**config.mk**
```make
export PLATFORM = sky130hd
export DESIGN_NAME = mem_access_unit
export DESIGN_NICKNAME = d
export VERILOG_FILES = /design/src/rtl/mem_access_unit.sv
export SDC_FILE = /design/constraint.sdc
export NUM_CORES = 1
export LEC_CHECK = 0
export ABC_AREA = 1
export BUFFER_PORTS_ARGS = -buffer_cell sky130_fd_sc_hd__buf_4
export CORE_MARGIN = 2
export CORE_UTILIZATION = 41
export DETAILED_ROUTE_END_ITERATION = 6
export GPL_ROUTABILITY_DRIVEN = 0
export PLACE_DENSITY = 0.68
export SLEW_MARGIN = 20
export SYNTH_ARGS = -nofsm -noshare
export SYNTH_HDL_FRONTEND = slang
export SYNTH_SLANG_ARGS = --single-unit
```
**constraint.sdc**
```tcl
create_clock -name clk -period 4.3 [get_ports clk]
set_input_delay 0.86 -clock clk [delete_from_list [all_inputs] [get_ports clk]]
set_output_delay 0.86 -clock clk [all_outputs]
set_load 0.005 [all_outputs]
```
**src/rtl/mem_access_unit.sv**
```systemverilog
// Memory-stage load/store controller in front of a big-endian, byte-addressed,
// word-write-only data memory. Byte stores are done as read-modify-write.
module mem_access_unit #(
  parameter int unsigned MEM_SIZE = 32
) (
  input  logic        clk,
  input  logic        rst,
  input  logic        req_valid,
  output logic        req_ready,
  input  logic        req_load,
  input  logic        req_byte,
  input  logic [31:0] req_addr,
  input  logic [31:0] req_data,
  input  logic [3:0]  req_rd,
  output logic [31:0] mem_addr,
  output logic [31:0] mem_wdata,
  output logic        mem_wr_n,
  input  logic [31:0] mem_rdata,
  output logic        resp_valid,
  output logic        resp_load,
  output logic [3:0]  resp_rd,
  output logic [31:0] resp_data,
  output logic        resp_fault
);

  typedef enum logic [1:0] {
    S_IDLE,
    S_READ,
    S_WRITE,
    S_RESP
  } state_e;

  state_e      state_q;
  logic [1:0]  lane_q;
  logic [7:0]  bdata_q;
  logic [3:0]  rd_q;
  logic        load_q;
  logic        byte_q;

  logic        req_ready_q;
  logic [31:0] mem_addr_q;
  logic [31:0] mem_wdata_q;
  logic        mem_wr_n_q;
  logic        resp_valid_q;
  logic        resp_load_q;
  logic [3:0]  resp_rd_q;
  logic [31:0] resp_data_q;
  logic        resp_fault_q;

  logic [31:0] acc_word;
  logic [1:0]  acc_lane;
  logic [32:0] acc_end;
  logic        acc_fault;
  logic [7:0]  rd_byte;
  logic [31:0] merged;

  // Accept-time address split and fault decision for the incoming request
  always_comb begin
    acc_word  = {req_addr[31:2], 2'b00};
    acc_lane  = req_addr[1:0];
    acc_end   = {1'b0, acc_word} + 33'd3;
    acc_fault = (!req_byte && (acc_lane != 2'd0)) || (acc_end >= 33'(MEM_SIZE));
  end

  // Big-endian lane select for byte loads and lane merge for byte stores
  always_comb begin
    rd_byte = '0;
    merged  = mem_rdata;
    unique case (lane_q)
      2'd0: begin rd_byte = mem_rdata[31:24]; merged[31:24] = bdata_q; end
      2'd1: begin rd_byte = mem_rdata[23:16]; merged[23:16] = bdata_q; end
      2'd2: begin rd_byte = mem_rdata[15:8];  merged[15:8]  = bdata_q; end
      2'd3: begin rd_byte = mem_rdata[7:0];   merged[7:0]   = bdata_q; end
    endcase
  end

  // Controller FSM; every memory-side and response output is registered here
  always_ff @(posedge clk) begin
    if (rst) begin
      state_q      <= S_IDLE;
      lane_q       <= '0;
      bdata_q      <= '0;
      rd_q         <= '0;
      load_q       <= 1'b0;
      byte_q       <= 1'b0;
      req_ready_q  <= 1'b1;
      mem_addr_q   <= '0;
      mem_wdata_q  <= '0;
      mem_wr_n_q   <= 1'b1;
      resp_valid_q <= 1'b0;
      resp_load_q  <= 1'b0;
      resp_rd_q    <= '0;
      resp_data_q  <= '0;
      resp_fault_q <= 1'b0;
    end else begin
      unique case (state_q)
        S_IDLE: begin
          if (req_valid) begin
            lane_q      <= acc_lane;
            bdata_q     <= req_data[7:0];
            rd_q        <= req_rd;
            load_q      <= req_load;
            byte_q      <= req_byte;
            req_ready_q <= 1'b0;
            if (acc_fault) begin
              // Faults skip the memory entirely and respond on the next cycle
              resp_valid_q <= 1'b1;
              resp_fault_q <= 1'b1;
              resp_load_q  <= req_load;
              resp_rd_q    <= req_rd;
              resp_data_q  <= '0;
              state_q      <= S_RESP;
            end else if (!req_load && !req_byte) begin
              mem_addr_q  <= acc_word;
              mem_wdata_q <= req_data;
              mem_wr_n_q  <= 1'b0;
              state_q     <= S_WRITE;
            end else begin
              mem_addr_q  <= acc_word;
              mem_wr_n_q  <= 1'b1;
              state_q     <= S_READ;
            end
          end
        end
        S_READ: begin
          if (load_q) begin
            resp_valid_q <= 1'b1;
            resp_fault_q <= 1'b0;
            resp_load_q  <= 1'b1;
            resp_rd_q    <= rd_q;
            resp_data_q  <= byte_q ? {24'd0, rd_byte} : mem_rdata;
            state_q      <= S_RESP;
          end else begin
            mem_wdata_q <= merged;
            mem_wr_n_q  <= 1'b0;
            state_q     <= S_WRITE;
          end
        end
        S_WRITE: begin
          mem_wr_n_q   <= 1'b1;
          resp_valid_q <= 1'b1;
          resp_fault_q <= 1'b0;
          resp_load_q  <= load_q;
          resp_rd_q    <= rd_q;
          resp_data_q  <= '0;
          state_q      <= S_RESP;
        end
        S_RESP: begin
          resp_valid_q <= 1'b0;
          req_ready_q  <= 1'b1;
          state_q      <= S_IDLE;
        end
        default: state_q <= S_IDLE;
      endcase
    end
  end

  assign req_ready  = req_ready_q;
  assign mem_addr   = mem_addr_q;
  assign mem_wdata  = mem_wdata_q;
  assign mem_wr_n   = mem_wr_n_q;
  assign resp_valid = resp_valid_q;
  assign resp_load  = resp_load_q;
  assign resp_rd    = resp_rd_q;
  assign resp_data  = resp_data_q;
  assign resp_fault = resp_fault_q;

endmodule

```
=== Word level (Yosys, flattened, before mapping) ===
Index checks and enable logic that the tools add are counted.

* Bits in registers: 121

* Muxes and demuxes: 40
* Reduce and logical (&&, ||, !) cells: 18
* Magnitude comparators: 1
* Equality and inequality tests: 12
* Add/sub/neg operators: 1
* Bitwise operators: 1

{| class="wikitable"
|+ Operators by type and width
! operator !! number
|-
| $mux 32 || 8
|-
| $pmux 32 s3 || 1
|-
| $pmux 32 s2 || 1
|-
| $add 32x2->33 const B || 1
|-
| $ge 33x6->1 const B || 1
|-
| $mux 8 || 4
|-
| $pmux 8 s4 || 1
|-
| $mux 1 || 12
|-
| $mux 4 || 3
|-
| $ne 2x2->1 const B || 6
|-
| $pmux 4 s3 || 1
|-
| $pmux 1 s3 || 3
|-
| $eq 2x2->1 const B || 4
|-
| $pmux 2 s4 || 1
|-
| $reduce_and 4->1 || 2
|-
| $mux 2 || 3
|-
| $reduce_and 3->1 || 2
|-
| $reduce_bool 2->1 || 3
|-
| $reduce_and 5->1 || 1
|-
| $eq 2x1->1 const B || 2
|-
| $logic_not 2->1 || 2
|-
| $pmux 1 s4 || 1
|-
| $reduce_and 2->1 || 2
|-
| $reduce_bool 3->1 || 1
|-
| other kinds (5) || 7
|}

=== Depth between registers and ports, before layout ===
* Word-level depth: 6
* Mapped depth: 13
* Mapped depth without buffers: 11

=== Least setup slack after synthesis ===
Ideal clock, no wire load.

* Path kind: input-to-reg
* Start point: in req_byte
* End point: reg mem_wdata_q[16], in the netlist mem_wdata[16]
* Path slack: 2168 ps
* Required time: 4187 ps
* Library setup time: 113 ps
* Arrival time: 2020 ps
* Path buffers: 1
* Stages on the path: 9
* Cell sequence: or2_1 > nand2_1 > o21ai_1 > or2_1 > a21oi_4 > buf_6 > nand2_1 > nand2_1 > nor2_1

* Longest elaborated chain between the ends: 5

{| class="wikitable"
|+ RTL lines
! item !! line !! RTL
|-
| from (decl) || 11 || <nowiki>input logic req_byte,</nowiki>
|-
| $logic_not 1->1 * || 62, 113 ||
|-
| $logic_and 1x1->1 || 62 || <nowiki>acc_fault = (!req_byte && (acc_lane != 2'd0)) || (acc_end >= 33'(MEM_SIZE));</nowiki>
|-
| $logic_or 1x1->1 || 62 ||
|-
| $ne 2x2->1 (no source line) || - ||
|-
| $reduce_and 5->1 (no source line) * || - ||
|-
| to (signal assigned) || 115 || <nowiki>mem_wdata_q <= req_data;</nowiki>
|-
| to (signal assigned) || 134 || <nowiki>mem_wdata_q <= merged;</nowiki>
|-
| to (decl) || 42 || <nowiki>logic [31:0] mem_wdata_q;</nowiki>
|}

Mark *: on every way between the ends. The rest lies on a longest branch, timed or not.
A chain may end at the register's enable or synchronous reset.

=== Worst setup path in the final report ===
* Start point: reg state_q[1]
* End point: reg mem_wdata_q[16], in the netlist mem_wdata[16]

* Longest elaborated chain between the ends: 3

{| class="wikitable"
|+ RTL lines
! item !! line !! RTL
|-
| from (decl) || 33 || <nowiki>state_e state_q;</nowiki>
|-
| from (signal assigned) || 80 || <nowiki>state_q <= S_IDLE;</nowiki>
|-
| from (signal assigned) || 112 || <nowiki>state_q <= S_RESP;</nowiki>
|-
| from (signal assigned) || 117 || <nowiki>state_q <= S_WRITE;</nowiki>
|-
| $eq 2x1->1 / $logic_not 2->1 (equally long branches) || 96 || <nowiki>unique case (state_q)</nowiki>
|-
| $ne 2x2->1 (no source line) / $reduce_bool 2->1 (equally long branches) || - ||
|-
| $reduce_and 5->1 (no source line) || - ||
|}

Several ways; a longest one is shown, not always the timed one.

==> run_summary.xml <==
<?xml version="1.0" encoding="UTF-8"?>
<metrics>
  <group name="setup_path">
    <metric name="rr_endpoint" unit="">mem_wdata[16]$_SDFFE_PP0P_</metric>
    <metric name="worst_setup_sp_type" unit="">flop</metric>
    <metric name="setup.worst_path.class" unit="">reg2reg</metric>
    <metric name="crit_fanout" unit="">60</metric>
    <metric name="rr_worst_depth" unit="">11</metric>
    <metric name="cp_cell_sequence" unit="">inv_1, ha_1, buf_4, nand2_1, nand2_1, or2_1, a21oi_4, buf_4, nand2_1, nand2_1, nor2_1</metric>
    <metric name="worst_path_most_repeated_cell" unit="">sky130_fd_sc_hd__nand2_1</metric>
    <metric name="reg2reg_slack" unit="ns">1.68</metric>
    <metric name="cpPeakStageDelay" unit="ns">0.40</metric>
    <metric name="critPathRequiredTime" unit="ns">4.61</metric>
    <metric name="worst-endpoint-arrival" unit="ns">2.93</metric>
    <metric name="reg2reg_from" unit="">state_q[1]$_SDFFE_PP0N_</metric>
    <metric name="crit_slowest_cell" unit="">sky130_fd_sc_hd__a21oi_4</metric>
    <metric name="critical_path.endpoint_type" unit="">flop</metric>
  </group>
  <group name="yosys">
    <metric name="post_synth_and_or_nand_nor_area_fraction" unit="%">32.71</metric>
    <metric name="seq_area_frac_synth" unit="%">42.73</metric>
    <metric name="synth.ff_latch_count" unit="">121</metric>
    <metric name="synth.avg_cell_area" unit="µm²">6.830</metric>
    <metric name="post-synth-top-area-fraction" unit="%">42.73</metric>
    <metric name="synth.most_common_cell" unit="">sky130_fd_sc_hd__nand2_1</metric>
    <metric name="yosys-mux-area-fraction" unit="%">0</metric>
    <metric name="synth-edff-count" unit="">0</metric>
    <metric name="synthesis.instances" unit="">830</metric>
    <metric name="synth_top_area_cell" unit="">sky130_fd_sc_hd__dfxtp_1</metric>
    <metric name="post_synthesis_async_set_or_reset_flop_share" unit="%">0</metric>
    <metric name="synth_xor_xnor_area_share" unit="%">0</metric>
    <metric name="netlist_top_cells_area" unit="">sky130_fd_sc_hd__dfxtp_1, sky130_fd_sc_hd__nand2_1, sky130_fd_sc_hd__nor2_1, sky130_fd_sc_hd__a21oi_1, sky130_fd_sc_hd__o21ai_0</metric>
    <metric name="synth_compound_gate_area_share" unit="%">14.41</metric>
    <metric name="largest_family_of_logic_cells_by_synthesized_area" unit="">simple AND/OR/NAND/NOR gates</metric>
    <metric name="synth.distinct_cells" unit="">27</metric>
    <metric name="synth_commonest_cells" unit="">sky130_fd_sc_hd__nand2_1, sky130_fd_sc_hd__nor2_1, sky130_fd_sc_hd__dfxtp_1, sky130_fd_sc_hd__a21oi_1, sky130_fd_sc_hd__o21ai_0</metric>
    <metric name="yosysWarnings" unit="">0</metric>
    <metric name="synth-adder-area-share" unit="%">0.8828</metric>
    <metric name="synth_area" unit="µm²">5669</metric>
    <metric name="predominant_post_synthesis_flop_cell" unit="">sky130_fd_sc_hd__dfxtp_1</metric>
  </group>
  <group name="detailed_routing">
    <metric name="vias_per_cell" unit="">5.015</metric>
    <metric name="routed_wirelength" unit="µm">18220</metric>
    <metric name="route.vias.total" unit="">5993</metric>
    <metric name="drt_iter0_markers" unit="">570</metric>
    <metric name="drt_first_pass_iters" unit="">5</metric>
    <metric name="avgRoutedWirePerCell" unit="µm">15.25</metric>
    <metric name="drc_errors" unit="">0</metric>
    <metric name="detail-route-antenna-nets" unit="">0</metric>
  </group>
  <group name="cells_and_area">
    <metric name="num-nets-final" unit="">1115</metric>
    <metric name="total_of_fill_cells_in_the_finished_design" unit="">1300</metric>
    <metric name="layout.core_utilization" unit="%">58.61</metric>
    <metric name="final_cell_count_no_fill" unit="">1195</metric>
    <metric name="drive_gt1_share" unit="%">25.42</metric>
    <metric name="sequential_cell_area_in_the_final_layout" unit="µm²">2422</metric>
    <metric name="multiInputGateArea" unit="µm²">2733</metric>
    <metric name="area_added_between_synthesis_and_finish" unit="%">38.00</metric>
    <metric name="diodes" unit="">0</metric>
  </group>
  <group name="clock_tree">
    <metric name="cts_setup_buffers" unit="">0</metric>
    <metric name="clock_path_buffers" unit="">2</metric>
    <metric name="cts_hold_buffers" unit="">0</metric>
    <metric name="post_cts_resize_count" unit="">0</metric>
    <metric name="tritoncts" unit="">done</metric>
    <metric name="clkSinkCount" unit="">121</metric>
    <metric name="clock_latency" unit="ns">0.42</metric>
    <metric name="cts.htree.levels" unit="">4</metric>
    <metric name="clock-root-buffer" unit="">sky130_fd_sc_hd__clkbuf_16</metric>
    <metric name="cts.reportedPaths.clkPinSlew" unit="ns">0.06</metric>
    <metric name="cts-buffers-inserted" unit="">17</metric>
  </group>
  <group name="power">
    <metric name="total_chip_power" unit="mW">5.045</metric>
    <metric name="static-leakage-power" unit="nW">3.727</metric>
    <metric name="power_density" unit="nW/µm²">644.8</metric>
    <metric name="vdd_ir_drop_max" unit="V">0.0003414</metric>
  </group>
  <group name="sta">
    <metric name="slew_headroom" unit="%">45.35</metric>
    <metric name="setup_repair_after_global_routing_missed_its_margin" unit="">false</metric>
    <metric name="final.period_utilization" unit="%">60.83</metric>
    <metric name="post-route-worst-setup-slack" unit="ns">1.684</metric>
    <metric name="fin_crit" unit="ns">2.616</metric>
    <metric name="setup_tns" unit="ns">0</metric>
    <metric name="timing.final.hold_violations" unit="">0</metric>
    <metric name="final-max-slew-violation-count" unit="">0</metric>
    <metric name="worst_clock_skew" unit="ns">0.004293</metric>
    <metric name="max_slew.worst_pin.slew" unit="ns">0.8186</metric>
    <metric name="setup_violations" unit="">0</metric>
    <metric name="max_clock_freq" unit="GHz">0.3823</metric>
  </group>
  <group name="placed_design">
    <metric name="place_hpwl" unit="µm">13110</metric>
    <metric name="io_buffer_count" unit="">207</metric>
    <metric name="dp.cells" unit="">1162</metric>
    <metric name="detailedPlace.worstSlack" unit="ns">1.340</metric>
  </group>
  <group name="hold_path">
    <metric name="holdPathStages" unit="">2</metric>
    <metric name="hold_path_end" unit="">resp_data[11]$_SDFFE_PP0P_</metric>
    <metric name="hold_path.startpoint" unit="">resp_data[11]$_SDFFE_PP0P_</metric>
    <metric name="hold_path_class" unit="">reg2reg</metric>
  </group>
  <group name="floorplan">
    <metric name="num_io_pins" unit="">210</metric>
    <metric name="die-height" unit="µm">121.6</metric>
    <metric name="initial_core_util" unit="%">42.47</metric>
    <metric name="dieArea" unit="µm²">14780</metric>
    <metric name="rows" unit="">42</metric>
    <metric name="fp.coreArea" unit="µm²">13350</metric>
    <metric name="die_width" unit="µm">121.6</metric>
  </group>
  <group name="global_route">
    <metric name="antenna_violations_before_repair" unit="">0</metric>
    <metric name="globalRoute.totalOverflow" unit="">0</metric>
    <metric name="grt_max_degree" unit="">61</metric>
    <metric name="grt_usage" unit="%">24.13</metric>
    <metric name="grt_first_pass_wirelength" unit="µm">27440</metric>
    <metric name="grt_pass1_vias" unit="">5299</metric>
  </group>
  <group name="run">
    <metric name="maxCapViolations" unit="">0</metric>
  </group>
  <group name="run_status">
    <metric name="result_of_the_run" unit="">completed</metric>
  </group>
</metrics>
## where the power goes
group | total (mW) | switching [mW] | internal, mW
combinational | 2.02 | 1.23 | 0.791
clock | 1.42 | 0.557 | 0.863
sequential | 1.61 | 0.199 | 1.41
total | 5.04 | 1.99 | 3.06
## registers in the layout (all words and copies together) (netlist names), 2 cells and up
name       cells
resp_data     32
bdata_q        8
rd_q           4
resp_rd        4
mem_wdata     32
lane_q         2
state_q        2
mem_addr      30
## cells by family after synthesis
group	after synthesis
AO/OA/AOI/OAI	152
adder cells (fa/ha/maj)	4
buffers and inverters	121
flip-flops	121
other	1
AND/OR/NAND/NOR	431
## cell type report
class | count | share of cell area (%)
Timing Repair Buffer | 217 | 20.87
Inverter | 60 | 2.879
Sequential cell | 121 | 30.96
Multi-Input combinational cell | 589 | 34.93
Clock buffer | 17 | 5.437
Tap cell | 176 | 2.815
Clock inverter | 15 | 2.111
## stage by stage
step	hold WS, ns	instance area, µm²
3_5_place_dp	0.4553	7222
4_1_cts	0.4645	7812
5_1_grt	0.4823	7824
2_1_floorplan	0.4513	5673
3_3_place_gp	0.4520	7222
6_report	0.4619	7824
## placed cells by master, fill, tap and decap left out, types with 5 or more instances in the layout
cell                          n
sky130_fd_sc_hd__buf_4      216
sky130_fd_sc_hd__nand2_1    194
sky130_fd_sc_hd__nor2_1     124
sky130_fd_sc_hd__dfxtp_1    121
sky130_fd_sc_hd__a21oi_1     65
sky130_fd_sc_hd__o21ai_0     62
sky130_fd_sc_hd__inv_1       54
sky130_fd_sc_hd__nand4_1     41
sky130_fd_sc_hd__nand3_1     37
sky130_fd_sc_hd__and3_1      27
sky130_fd_sc_hd__clkbuf_16   17
sky130_fd_sc_hd__o211ai_1    16
sky130_fd_sc_hd__o21ai_1      5
sky130_fd_sc_hd__inv_6        5
sky130_fd_sc_hd__clkinv_4     5
## how the worst max path moves through the flow
stage	endpoint	slack [ns]	depth (start not counted)	startpoint
after detailed placement	mem_addr[4]$_SDFFE_PP0P_	1.34	8	req_addr[1]
after global routing	mem_wdata[4]$_SDFFE_PP0P_	1.49	11	state_q[1]$_SDFFE_PP0N_
final	mem_wdata[16]$_SDFFE_PP0P_	1.68	11	state_q[1]$_SDFFE_PP0N_
after global placement	mem_addr[3]$_SDFFE_PP0P_	1.35	8	req_addr[1]
after floorplan	mem_wdata[16]$_SDFFE_PP0P_	2.17	9	req_byte
after CTS	mem_wdata[16]$_SDFFE_PP0P_	1.69	11	state_q[1]$_SDFFE_PP0N_
## critical path: cells and delay by family, from the launching register on
kind	cells	cell delay, ns
AO/OA/AOI/OAI	1	0.40
AND/OR/NAND/NOR	6	0.76
buffers and inverters	3	0.78
adder cells (fa/ha/maj)	1	0.18
flip-flops	1	0.38
## layer usage
layer	share of wire [%]	wire [µm]	track usage [%]
met4	1.7	304	8.046
met2	47	8481	38.73
met5	0	0	0
met3	8.5	1543	6.976
met1	43	7888	31.28
No activity file was read; power rests on OpenSTA's default activity.
